===== src/rtl/video_timing_pkg.sv =====
// Shared raster constants and helpers for the video timing generator.
// Defaults describe 640x480@60 at a 25.175 MHz pixel clock.
package video_timing_pkg;

  localparam int POS_W = 10;

  localparam int DEF_H_ACTIVE = 640;
  localparam int DEF_H_FP     = 16;
  localparam int DEF_H_SYNC   = 96;
  localparam int DEF_H_BP     = 48;
  localparam int DEF_V_ACTIVE = 480;
  localparam int DEF_V_FP     = 10;
  localparam int DEF_V_SYNC   = 2;
  localparam int DEF_V_BP     = 33;
  localparam int DEF_LEAD     = 2;

  localparam int DEF_H_TOTAL = DEF_H_ACTIVE + DEF_H_FP + DEF_H_SYNC + DEF_H_BP;
  localparam int DEF_V_TOTAL = DEF_V_ACTIVE + DEF_V_FP + DEF_V_SYNC + DEF_V_BP;

  typedef logic [POS_W-1:0] pos_t;

  function automatic pos_t wrap_inc(input pos_t p, input pos_t last);
    return (p == last) ? '0 : p + pos_t'(1);
  endfunction

endpackage


===== src/rtl/video_timing_if.sv =====
// Raster position, sync and look-ahead strobes shared by the timing
// generator (master) and its consumers (slave).
interface video_timing_if;
  import video_timing_pkg::*;

  pos_t hPos;
  pos_t vPos;
  pos_t nextVPos;
  logic hsync;
  logic vsync;
  logic displayActive;
  logic hsyncStarting;
  logic nextFrameActive;
  logic lineStarting;
  logic lineEnding;
  logic frameStarting;

  modport master (
    output hPos, vPos, nextVPos, hsync, vsync, displayActive,
           hsyncStarting, nextFrameActive, lineStarting, lineEnding,
           frameStarting
  );

  modport slave (
    input hPos, vPos, nextVPos, hsync, vsync, displayActive,
          hsyncStarting, nextFrameActive, lineStarting, lineEnding,
          frameStarting
  );
endinterface


===== src/rtl/video_timing_timing_axis.sv =====
// One raster axis: wrap counter with registered active-low sync. The next
// position is exported so the parent can register decodes without lag.
module timing_axis
  import video_timing_pkg::*;
#(
  parameter int ACTIVE = DEF_H_ACTIVE,
  parameter int FP     = DEF_H_FP,
  parameter int SYNC   = DEF_H_SYNC,
  parameter int BP     = DEF_H_BP
) (
  input  logic clk,
  input  logic rst,
  input  logic en,
  output pos_t pos,
  output pos_t pos_nxt,
  output logic sync_n,
  output logic active_nxt
);
  localparam int   TOTAL   = ACTIVE + FP + SYNC + BP;
  localparam pos_t LAST    = pos_t'(TOTAL - 1);
  localparam pos_t ACT     = pos_t'(ACTIVE);
  localparam pos_t SYNC_LO = pos_t'(ACTIVE + FP);
  localparam pos_t SYNC_HI = pos_t'(ACTIVE + FP + SYNC);

  // Reset parks the counter on the last position so release lands on 0.
  always_comb begin
    pos_nxt = pos;
    if (rst)
      pos_nxt = LAST;
    else if (en)
      pos_nxt = wrap_inc(pos, LAST);
  end

  assign active_nxt = (pos_nxt < ACT);

  always_ff @(posedge clk) begin
    pos    <= pos_nxt;
    sync_n <= rst || !((pos_nxt >= SYNC_LO) && (pos_nxt < SYNC_HI));
  end
endmodule


===== src/rtl/video_timing.sv =====
// Raster timing generator: H/V counters, active-low syncs and the
// look-ahead strobes the tile fetcher and pixel FIFO reader run from.
module video_timing
  import video_timing_pkg::*;
#(
  parameter int H_ACTIVE = DEF_H_ACTIVE,
  parameter int H_FP     = DEF_H_FP,
  parameter int H_SYNC   = DEF_H_SYNC,
  parameter int H_BP     = DEF_H_BP,
  parameter int V_ACTIVE = DEF_V_ACTIVE,
  parameter int V_FP     = DEF_V_FP,
  parameter int V_SYNC   = DEF_V_SYNC,
  parameter int V_BP     = DEF_V_BP,
  parameter int LEAD     = DEF_LEAD
) (
  input  logic           clkPixel,
  input  logic           reset,
  video_timing_if.master vt
);
  localparam int   H_TOTAL  = H_ACTIVE + H_FP + H_SYNC + H_BP;
  localparam int   V_TOTAL  = V_ACTIVE + V_FP + V_SYNC + V_BP;
  localparam pos_t H_LAST   = pos_t'(H_TOTAL - 1);
  localparam pos_t V_LAST   = pos_t'(V_TOTAL - 1);
  localparam pos_t V_ACT    = pos_t'(V_ACTIVE);
  localparam pos_t HS_START = pos_t'(H_ACTIVE + H_FP);
  localparam pos_t LS_COL   = pos_t'(H_TOTAL - LEAD);
  localparam pos_t LE_COL   = pos_t'(H_ACTIVE - LEAD);

  pos_t h_pos, h_nxt, v_pos, v_nxt, nv_nxt;
  logic h_sync_n, v_sync_n, h_act_nxt, v_act_nxt, v_en;

  assign v_en = (h_pos == H_LAST);

  timing_axis #(
    .ACTIVE(H_ACTIVE), .FP(H_FP), .SYNC(H_SYNC), .BP(H_BP)
  ) u_h_axis (
    .clk(clkPixel), .rst(reset), .en(1'b1),
    .pos(h_pos), .pos_nxt(h_nxt), .sync_n(h_sync_n), .active_nxt(h_act_nxt)
  );

  timing_axis #(
    .ACTIVE(V_ACTIVE), .FP(V_FP), .SYNC(V_SYNC), .BP(V_BP)
  ) u_v_axis (
    .clk(clkPixel), .rst(reset), .en(v_en),
    .pos(v_pos), .pos_nxt(v_nxt), .sync_n(v_sync_n), .active_nxt(v_act_nxt)
  );

  assign nv_nxt = wrap_inc(v_nxt, V_LAST);

  // Decodes use the next position so each strobe lines up with its hPos/vPos.
  always_ff @(posedge clkPixel) begin
    vt.nextVPos        <= nv_nxt;
    vt.nextFrameActive <= (nv_nxt < V_ACT);
    if (reset) begin
      vt.displayActive <= 1'b0;
      vt.hsyncStarting <= 1'b0;
      vt.lineStarting  <= 1'b0;
      vt.lineEnding    <= 1'b0;
      vt.frameStarting <= 1'b0;
    end else begin
      vt.displayActive <= h_act_nxt && v_act_nxt;
      vt.hsyncStarting <= (h_nxt == HS_START);
      vt.lineStarting  <= (h_nxt == LS_COL) && (nv_nxt < V_ACT);
      vt.lineEnding    <= (h_nxt == LE_COL) && v_act_nxt;
      vt.frameStarting <= (h_nxt == H_LAST) && (v_nxt == V_LAST);
    end
  end

  assign vt.hPos  = h_pos;
  assign vt.vPos  = v_pos;
  assign vt.hsync = h_sync_n;
  assign vt.vsync = v_sync_n;
endmodule


===== src/flat_wrapper.sv =====
// flat-port wrapper written by rule: the top's interface ports become plain ports
module video_timing_flat import video_timing_pkg::*;
#(
  parameter int H_ACTIVE = DEF_H_ACTIVE,
  parameter int H_FP     = DEF_H_FP,
  parameter int H_SYNC   = DEF_H_SYNC,
  parameter int H_BP     = DEF_H_BP,
  parameter int V_ACTIVE = DEF_V_ACTIVE,
  parameter int V_FP     = DEF_V_FP,
  parameter int V_SYNC   = DEF_V_SYNC,
  parameter int V_BP     = DEF_V_BP,
  parameter int LEAD     = DEF_LEAD
)
  (clkPixel, reset, vt_hPos, vt_vPos, vt_nextVPos, vt_hsync, vt_vsync, vt_displayActive, vt_hsyncStarting, vt_nextFrameActive, vt_lineStarting, vt_lineEnding, vt_frameStarting);
  video_timing_if vt_i ();
  input  logic clkPixel;
  input  logic reset;
  output wire logic [$bits(vt_i.hPos)-1:0] vt_hPos;
  output wire logic [$bits(vt_i.vPos)-1:0] vt_vPos;
  output wire logic [$bits(vt_i.nextVPos)-1:0] vt_nextVPos;
  output wire logic [$bits(vt_i.hsync)-1:0] vt_hsync;
  output wire logic [$bits(vt_i.vsync)-1:0] vt_vsync;
  output wire logic [$bits(vt_i.displayActive)-1:0] vt_displayActive;
  output wire logic [$bits(vt_i.hsyncStarting)-1:0] vt_hsyncStarting;
  output wire logic [$bits(vt_i.nextFrameActive)-1:0] vt_nextFrameActive;
  output wire logic [$bits(vt_i.lineStarting)-1:0] vt_lineStarting;
  output wire logic [$bits(vt_i.lineEnding)-1:0] vt_lineEnding;
  output wire logic [$bits(vt_i.frameStarting)-1:0] vt_frameStarting;
  assign vt_hPos = vt_i.hPos;
  assign vt_vPos = vt_i.vPos;
  assign vt_nextVPos = vt_i.nextVPos;
  assign vt_hsync = vt_i.hsync;
  assign vt_vsync = vt_i.vsync;
  assign vt_displayActive = vt_i.displayActive;
  assign vt_hsyncStarting = vt_i.hsyncStarting;
  assign vt_nextFrameActive = vt_i.nextFrameActive;
  assign vt_lineStarting = vt_i.lineStarting;
  assign vt_lineEnding = vt_i.lineEnding;
  assign vt_frameStarting = vt_i.frameStarting;
  video_timing #(.H_ACTIVE(H_ACTIVE), .H_FP(H_FP), .H_SYNC(H_SYNC), .H_BP(H_BP), .V_ACTIVE(V_ACTIVE), .V_FP(V_FP), .V_SYNC(V_SYNC), .V_BP(V_BP), .LEAD(LEAD)) u_core (.clkPixel(clkPixel), .reset(reset), .vt(vt_i));
endmodule

===== config.mk =====
export PLATFORM = sky130hd
export DESIGN_NAME = video_timing_flat
export DESIGN_NICKNAME = d
export VERILOG_FILES = /design/src/rtl/video_timing_pkg.sv /design/src/rtl/video_timing_if.sv /design/src/rtl/video_timing_timing_axis.sv /design/src/rtl/video_timing.sv /design/src/flat_wrapper.sv
export SDC_FILE = /design/constraint.sdc
export NUM_CORES = 1
export LEC_CHECK = 0
export CAP_MARGIN = 20
export CORE_MARGIN = 5
export CORE_UTILIZATION = 51
export CTS_CLUSTER_DIAMETER = 100
export DETAILED_ROUTE_END_ITERATION = 12
export PLACE_DENSITY = 0.79
export SKIP_CTS_REPAIR_TIMING = 1
export SYNTH_ARGS = -nofsm -noshare
export SYNTH_HDL_FRONTEND = slang
export SYNTH_SLANG_ARGS = --single-unit

===== constraint.sdc =====
create_clock -name clkPixel -period 3.7 [get_ports clkPixel]
set_input_delay 0.74 -clock clkPixel [delete_from_list [all_inputs] [get_ports clkPixel]]
set_output_delay 0.74 -clock clkPixel [all_outputs]
set_load 0.005 [all_outputs]

**Word-level counts from Yosys, hierarchy flattened**

Cells that the tools add are included.

- Register bits: 38
- Input port bits: 2
- Output and inout bits: 38
- Word-level logic and storage cells: 44

- $add $sub $neg: 3
- Magnitude comparators: 7
- Equal/unequal tests: 7
- Mux-type cells: 6
- Reductions and logical operators: 10

Operators with widths:

| operator | count |
|---|---|
| 10-bit == test (second input constant) | 7 |
| 10-bit 2-to-1 mux | 6 |
| 10-bit by 1-bit adder with 10-bit output (second input constant) | 3 |
| 10-bit by 9-bit < comparator with 1-bit output (second input constant) | 3 |
| 10-bit < comparator (second input constant) | 2 |
| 10-bit greater-or-equal comparator (second input constant) | 1 |
| 10-bit by 9-bit greater-or-equal comparator with 1-bit output (second input constant) | 1 |
| 1-bit logical AND | 6 |
| 1-bit zero test | 2 |
| 1-bit logical OR | 2 |

**Logic depth before layout (Yosys ltp)**

- Depth after elaboration: 8
- Mapped depth: 14
- Mapped depth without buffers: 13

**Cells and area by module**

From an unflattened synthesis, not the netlist that was laid out.

- Cells, all modules: 221
- Area total of the unflattened synthesis: 2014.4 sq um

By module, submodules not included:

| module | instances | cells each | area each (sq um) | seq. area each (sq um) |
|---|---|---|---|---|
| video_timing | 1 | 79 | 749.5 | 320.3 |
| timing_axis (u_core.u_v_axis) | 1 | 74 | 658.1 | 220.2 |
| timing_axis (u_core.u_h_axis) | 1 | 68 | 606.8 | 220.2 |

**Least setup slack after synthesis**

No wires, ideal clock.

- Path kind: reg-to-reg
- Start: reg u_core.u_h_axis.pos[0]
- End: reg u_core.vt.lineStarting
- Setup time: 0.131 ns
- Arrival: 2.639 ns
- Required time: 3.569 ns
- Path slack: 0.930 ns
- Cell stages (with the launch flop): 15
- Path buffers: 2
- Period minus slack after synthesis: 2.770 ns
- Cell sequence: dfxtp_1 ha_1 and4_1 clkbuf_1 nand3_1 clkbuf_1 nor3_1 a21oi_1 nor2_1 ha_1 o31ai_1 a311oi_1 nand2_1 xnor2_1 a211oi_2

- Word-level cells in the longest chain between the ends: 7
- Elaborated cells on any way between the ends: 12
- Classes of those cells: add/sub: 2; order compare: 1; eq/ne: 3; mux: 5; reduce/logical: 1

RTL lines:

| what | line | source |
|---|---|---|
| start: declaration | video_timing_timing_axis.sv:14 | `output pos_t pos,` |
| start signal: assignment | video_timing_timing_axis.sv:37 | `pos <= pos_nxt;` |
| 10-bit == test (*) | video_timing.sv:32 | `assign v_en = (h_pos == H_LAST);` |
| 10-bit 2-to-1 mux (*) | video_timing_timing_axis.sv:30 | `else if (en)` |
| 10-bit 2-to-1 mux (*) | video_timing_timing_axis.sv:28 | `if (rst)` |
| net u_core.u_v_axis.pos_nxt[0] | video_timing_timing_axis.sv:15 | `output pos_t pos_nxt,` |
| 10-bit by 1-bit adder with 10-bit output / 10-bit == test (equally long branches) | video_timing_pkg.sv:23 | `return (p == last) ? '0 : p + pos_t'(1);` |
| 10-bit 2-to-1 mux (*) | video_timing_pkg.sv:23 |  |
| net u_core.nv_nxt[6] | video_timing.sv:29 | `pos_t h_pos, h_nxt, v_pos, v_nxt, nv_nxt;` |
| 10-bit by 9-bit < comparator with 1-bit output (*) | video_timing.sv:63 | `vt.lineStarting <= (h_nxt == LS_COL) && (nv_nxt < V_ACT);` |
| 1-bit logical AND (*) | video_timing.sv:63 |  |
| end signal: assignment | video_timing.sv:63 |  |
| end: declaration | video_timing_if.sv:20 | `hsyncStarting, nextFrameActive, lineStarting, lineEnding,` |

Mark *: on every way through the listed nets, which the timed path passes. The rest lies on a longest branch.
A chain may end at the register's enable or synchronous reset.

**Worst setup path in the final report**

Ends and elaborated chain as after synthesis.

==> summary.txt <==
Run status
  – Status: finished clean

Timing
  – Shortest period the worst path allows: around 3.4 ns
  – Final Hold Vio Count: 0
  – FMAX: just under 300 MHz
  – Final Slew Violations: 0
  – RSZ-0062 raised after global routing: false
  – Worst-Margin Slew: between 0.5 and 0.6 ns
  – Final clock skew: around 0.0064 ns
  – Fin crit share: about nine tenths
  – Setup tns final: 0 ns
  – # setup viols final: 0
  – Slew headroom: between 60% and 70%

Route
  – Vias: between 1,500 and 2,000
  – DRT Pass-1 Iters: 4
  – WL/cell: ~16 um
  – Final wirelength: about 5000 um
  – DRC: 0
  – Via/cell ratio: roughly 6.0
  – Initial DRC count: 167
  – Final ANT Viol Nets: 0

Logic synthesis
  – Top-count cell post-synth: dfxtp_1
  – EDFF count, synth: 0
  – Cells after synthesis: 234
  – Top cell type's share of synthesized area: 37.9%
  – Dominant cells by area after synthesis: dfxtp_1, nand2_1, xnor2_1, nand3_1, nor2_1
  – Library cells used by synthesis: 58
  – Synth area leader: dfxtp_1
  – Synth warn: 0
  – Syn nets: 241
  – Synth Cell Area: approximately 0.0020 mm^2
  – Synth Area per Inst: around 8.6 um^2
  – Top post-synthesis cells by count: dfxtp_1, nand2_1, nor2_1
  – Post-synth ARST share: 0%
  – Register area share after synthesis: 37.9%
  – Prevailing post-synth register cell: dfxtp_1
  – #FFs+latches synth: 38

Critical path
  – CP Data Required Time: roughly 3.9 ns
  – CP Launch Type: flop
  – Crit path DAT: between 3 and 4 ns
  – Crit Path Class: flop to flop
  – CP Max Fanout: 11
  – Critical path buffers and inverters: 0
  – Crit-path max cell delay: ~0.5 ns
  – Crit path cell chain: ha_1 > nand4_1 > nor3_4 > nand3_1 > a21oi_1 > ha_1 > o31ai_1 > a311oi_1 > nand2_1 > xnor2_1 > a211oi_2
  – Slowest CP cell: nor3_4
  – CP top delay family: simple AND/OR/NAND/NOR gates
  – CP most frequent cell: ha_1
  – Kind of end point of the critical path: flop

Cells and area
  – Nets: around 280
  – Final std cell area, no fill: between 0.002 and 0.0025 mm^2
  – Area Overhead vs Synth: 23.8%
  – Layout fillers: 341
  – Share of cells above drive strength 1: under 10%
  – Antenna diodes: 0
  – Core Util, Final: roughly two thirds

Floorplan
  – # rows: 22
  – Core area: between 0.003 and 0.004 mm^2
  – Die area: between 0.005 and 0.006 mm^2
  – Die W: around 73 um
  – Die Y: slightly above 70 um
  – Ports: 40
  – Initial Util: a little over half

Flow run
  – Max-Cap Viols: 0

Clocking
  – TritonCTS Sinks: 38
  – Clock buffer depth: 2
  – Worst-Skew Late Latency: ~0.29 ns
  – Reg clk slew, reported paths: ~0.070 ns
  – TritonCTS buffer count: 5
  – CTS root buffer: clkbuf_8
  – CTS tree: done
  – H-tree Lvls: 2

Place
  – DP Area: approximately 0.0024 mm^2
  – IO Port Bufs: 39
  – Post-DP HPWL: around 3700 um
  – Global placement routability congestion: between 0.9 and 1

Pwr
  – Power per cell area: about 650 mW/mm^2
  – Worst vdd ir: approximately 0.00044 V
  – Overall power: about 1.6 mW
  – LEAKAGE: around 0.96 nW

Global routing
  – Vias in the first global route: approximately 1,800
  – Grt total ovfl: 0
  – First-pass GRT wire length: between 8000 and 9000 um
  – Gr usage total: roughly a fifth
  – Initial antenna violation count: 0
  – Pin count of the biggest net entering global routing: 14

Min path
  – Worst hold path type: flop to flop
==> flip-flops by register name, indices dropped and copies added, names as in the netlist <==
| register | flops |
|---|---|
| u_core.u_h_axis.pos | 10 |
| u_core.vt.nextVPos | 10 |
| u_core.vt.displayActive | 1 |
| u_core.vt.lineStarting | 1 |
| u_core.vt.lineEnding | 1 |
| u_core.vt.nextFrameActive | 1 |
| u_core.vt.hsyncStarting | 1 |
| u_core.vt.frameStarting | 1 |
| u_core.u_v_axis.sync_n | 1 |
| u_core.u_v_axis.pos | 10 |
| u_core.u_h_axis.sync_n | 1 |
==> per-layer routing <==
metal	GRT usage, %	vias to the layer above	part of all wire (%)	wire length (um)
li1	-	921	-	-
met1	28.1	892	46	2310
met2	30.3	83	44	2210
met3	5.65	10	7.9	398
met4	10.0	0	2.4	121
met5	0	-	0	0
==> per-stage QoR <==
stage          std cells  worst slack (ns)  hold WS (ns)
6_report             319             0.317         0.618
5_1_grt              319            0.0415         0.634
4_1_cts              319             0.330         0.611
3_5_place_dp         311             0.347         0.597
3_3_place_gp         311             0.398         0.593
2_1_floorplan        234             0.930         0.527
==> layout by cell type, fill, tap and decap left out, types with 3 or more instances in the layout <==
cell type and instances:
o21ai_0 6, nor3_1 10, o211a_1 4, inv_1 15
a21oi_1 7, or3_1 4, nor2b_1 4, nand4_1 6
mux2_2 3, xnor2_1 9, and2_1 4, nand2_1 21
a31oi_1 5, clkdlybuf4s50_1 39, nor4_1 5, dfxtp_1 38
nand3_1 13, nor2_1 18, clkbuf_8 6, xor2_1 3
ha_1 5
==> cell families after synthesis <==
logic type	count (synthesis)	share of synthesized area (%)
AO/OA/AOI/OAI	43	16.0
buffers and inverters	26	6.54
adder cells (fa/ha/maj)	5	3.11
multiplexers	3	1.68
XOR/XNOR	12	5.23
flip-flops	38	37.9
AND/OR/NAND/NOR	107	29.6
==> cell type report <==
cell class / count / area [um^2] / area share, %
flip-flops and latches: 38 / 761 / 30.6
multi-input cells: 170 / 1120 / 45.1
repair buffers: 40 / 398 / 16.0
clock buffers: 7 / 86.3 / 3.47
well taps: 48 / 60.1 / 2.41
clock inverters: 1 / 5.00 / 0.201
inverters: 15 / 56.3 / 2.26
==> worst register-to-register path: stages (launching register included) <==
cell      delay, ns
dfxtp_1        0.44
ha_1           0.26
nand4_1        0.33
nor3_4         0.49
nand3_1        0.14
a21oi_1        0.35
ha_1           0.35
o31ai_1        0.12
a311oi_1       0.33
nand2_1        0.11
xnor2_1        0.26
a211oi_2       0.10
==> power breakdown <==
| part | internal, mW | leakage [nW] | switching [mW] |
|---|---|---|---|
| logic | 0.318 | 0.603 | 0.423 |
| registers | 0.488 | 0.310 | 0.0940 |
| clock network | 0.150 | 0.0482 | 0.138 |
| total | 0.956 | 0.961 | 0.655 |
==> path summary, 6_finish.rpt <==
path / from / endpoint / slack (ns) / depth (start not counted)
setup reg to reg: u_core.u_h_axis.pos[0]$_DFF_P_ / u_core.vt.lineStarting$_SDFF_PP0_ / 0.32 / 11
hold / removal: u_core.u_v_axis.pos[7]$_DFF_P_ / u_core.vt.nextVPos[8]$_DFF_P_ / 0.62 / 2
hold reg to reg: u_core.u_v_axis.pos[7]$_DFF_P_ / u_core.vt.nextVPos[8]$_DFF_P_ / 0.62 / 2
setup / recovery: u_core.u_h_axis.pos[0]$_DFF_P_ / u_core.vt.lineStarting$_SDFF_PP0_ / 0.32 / 11
Note: power is estimated with default switching activity, not from simulation.
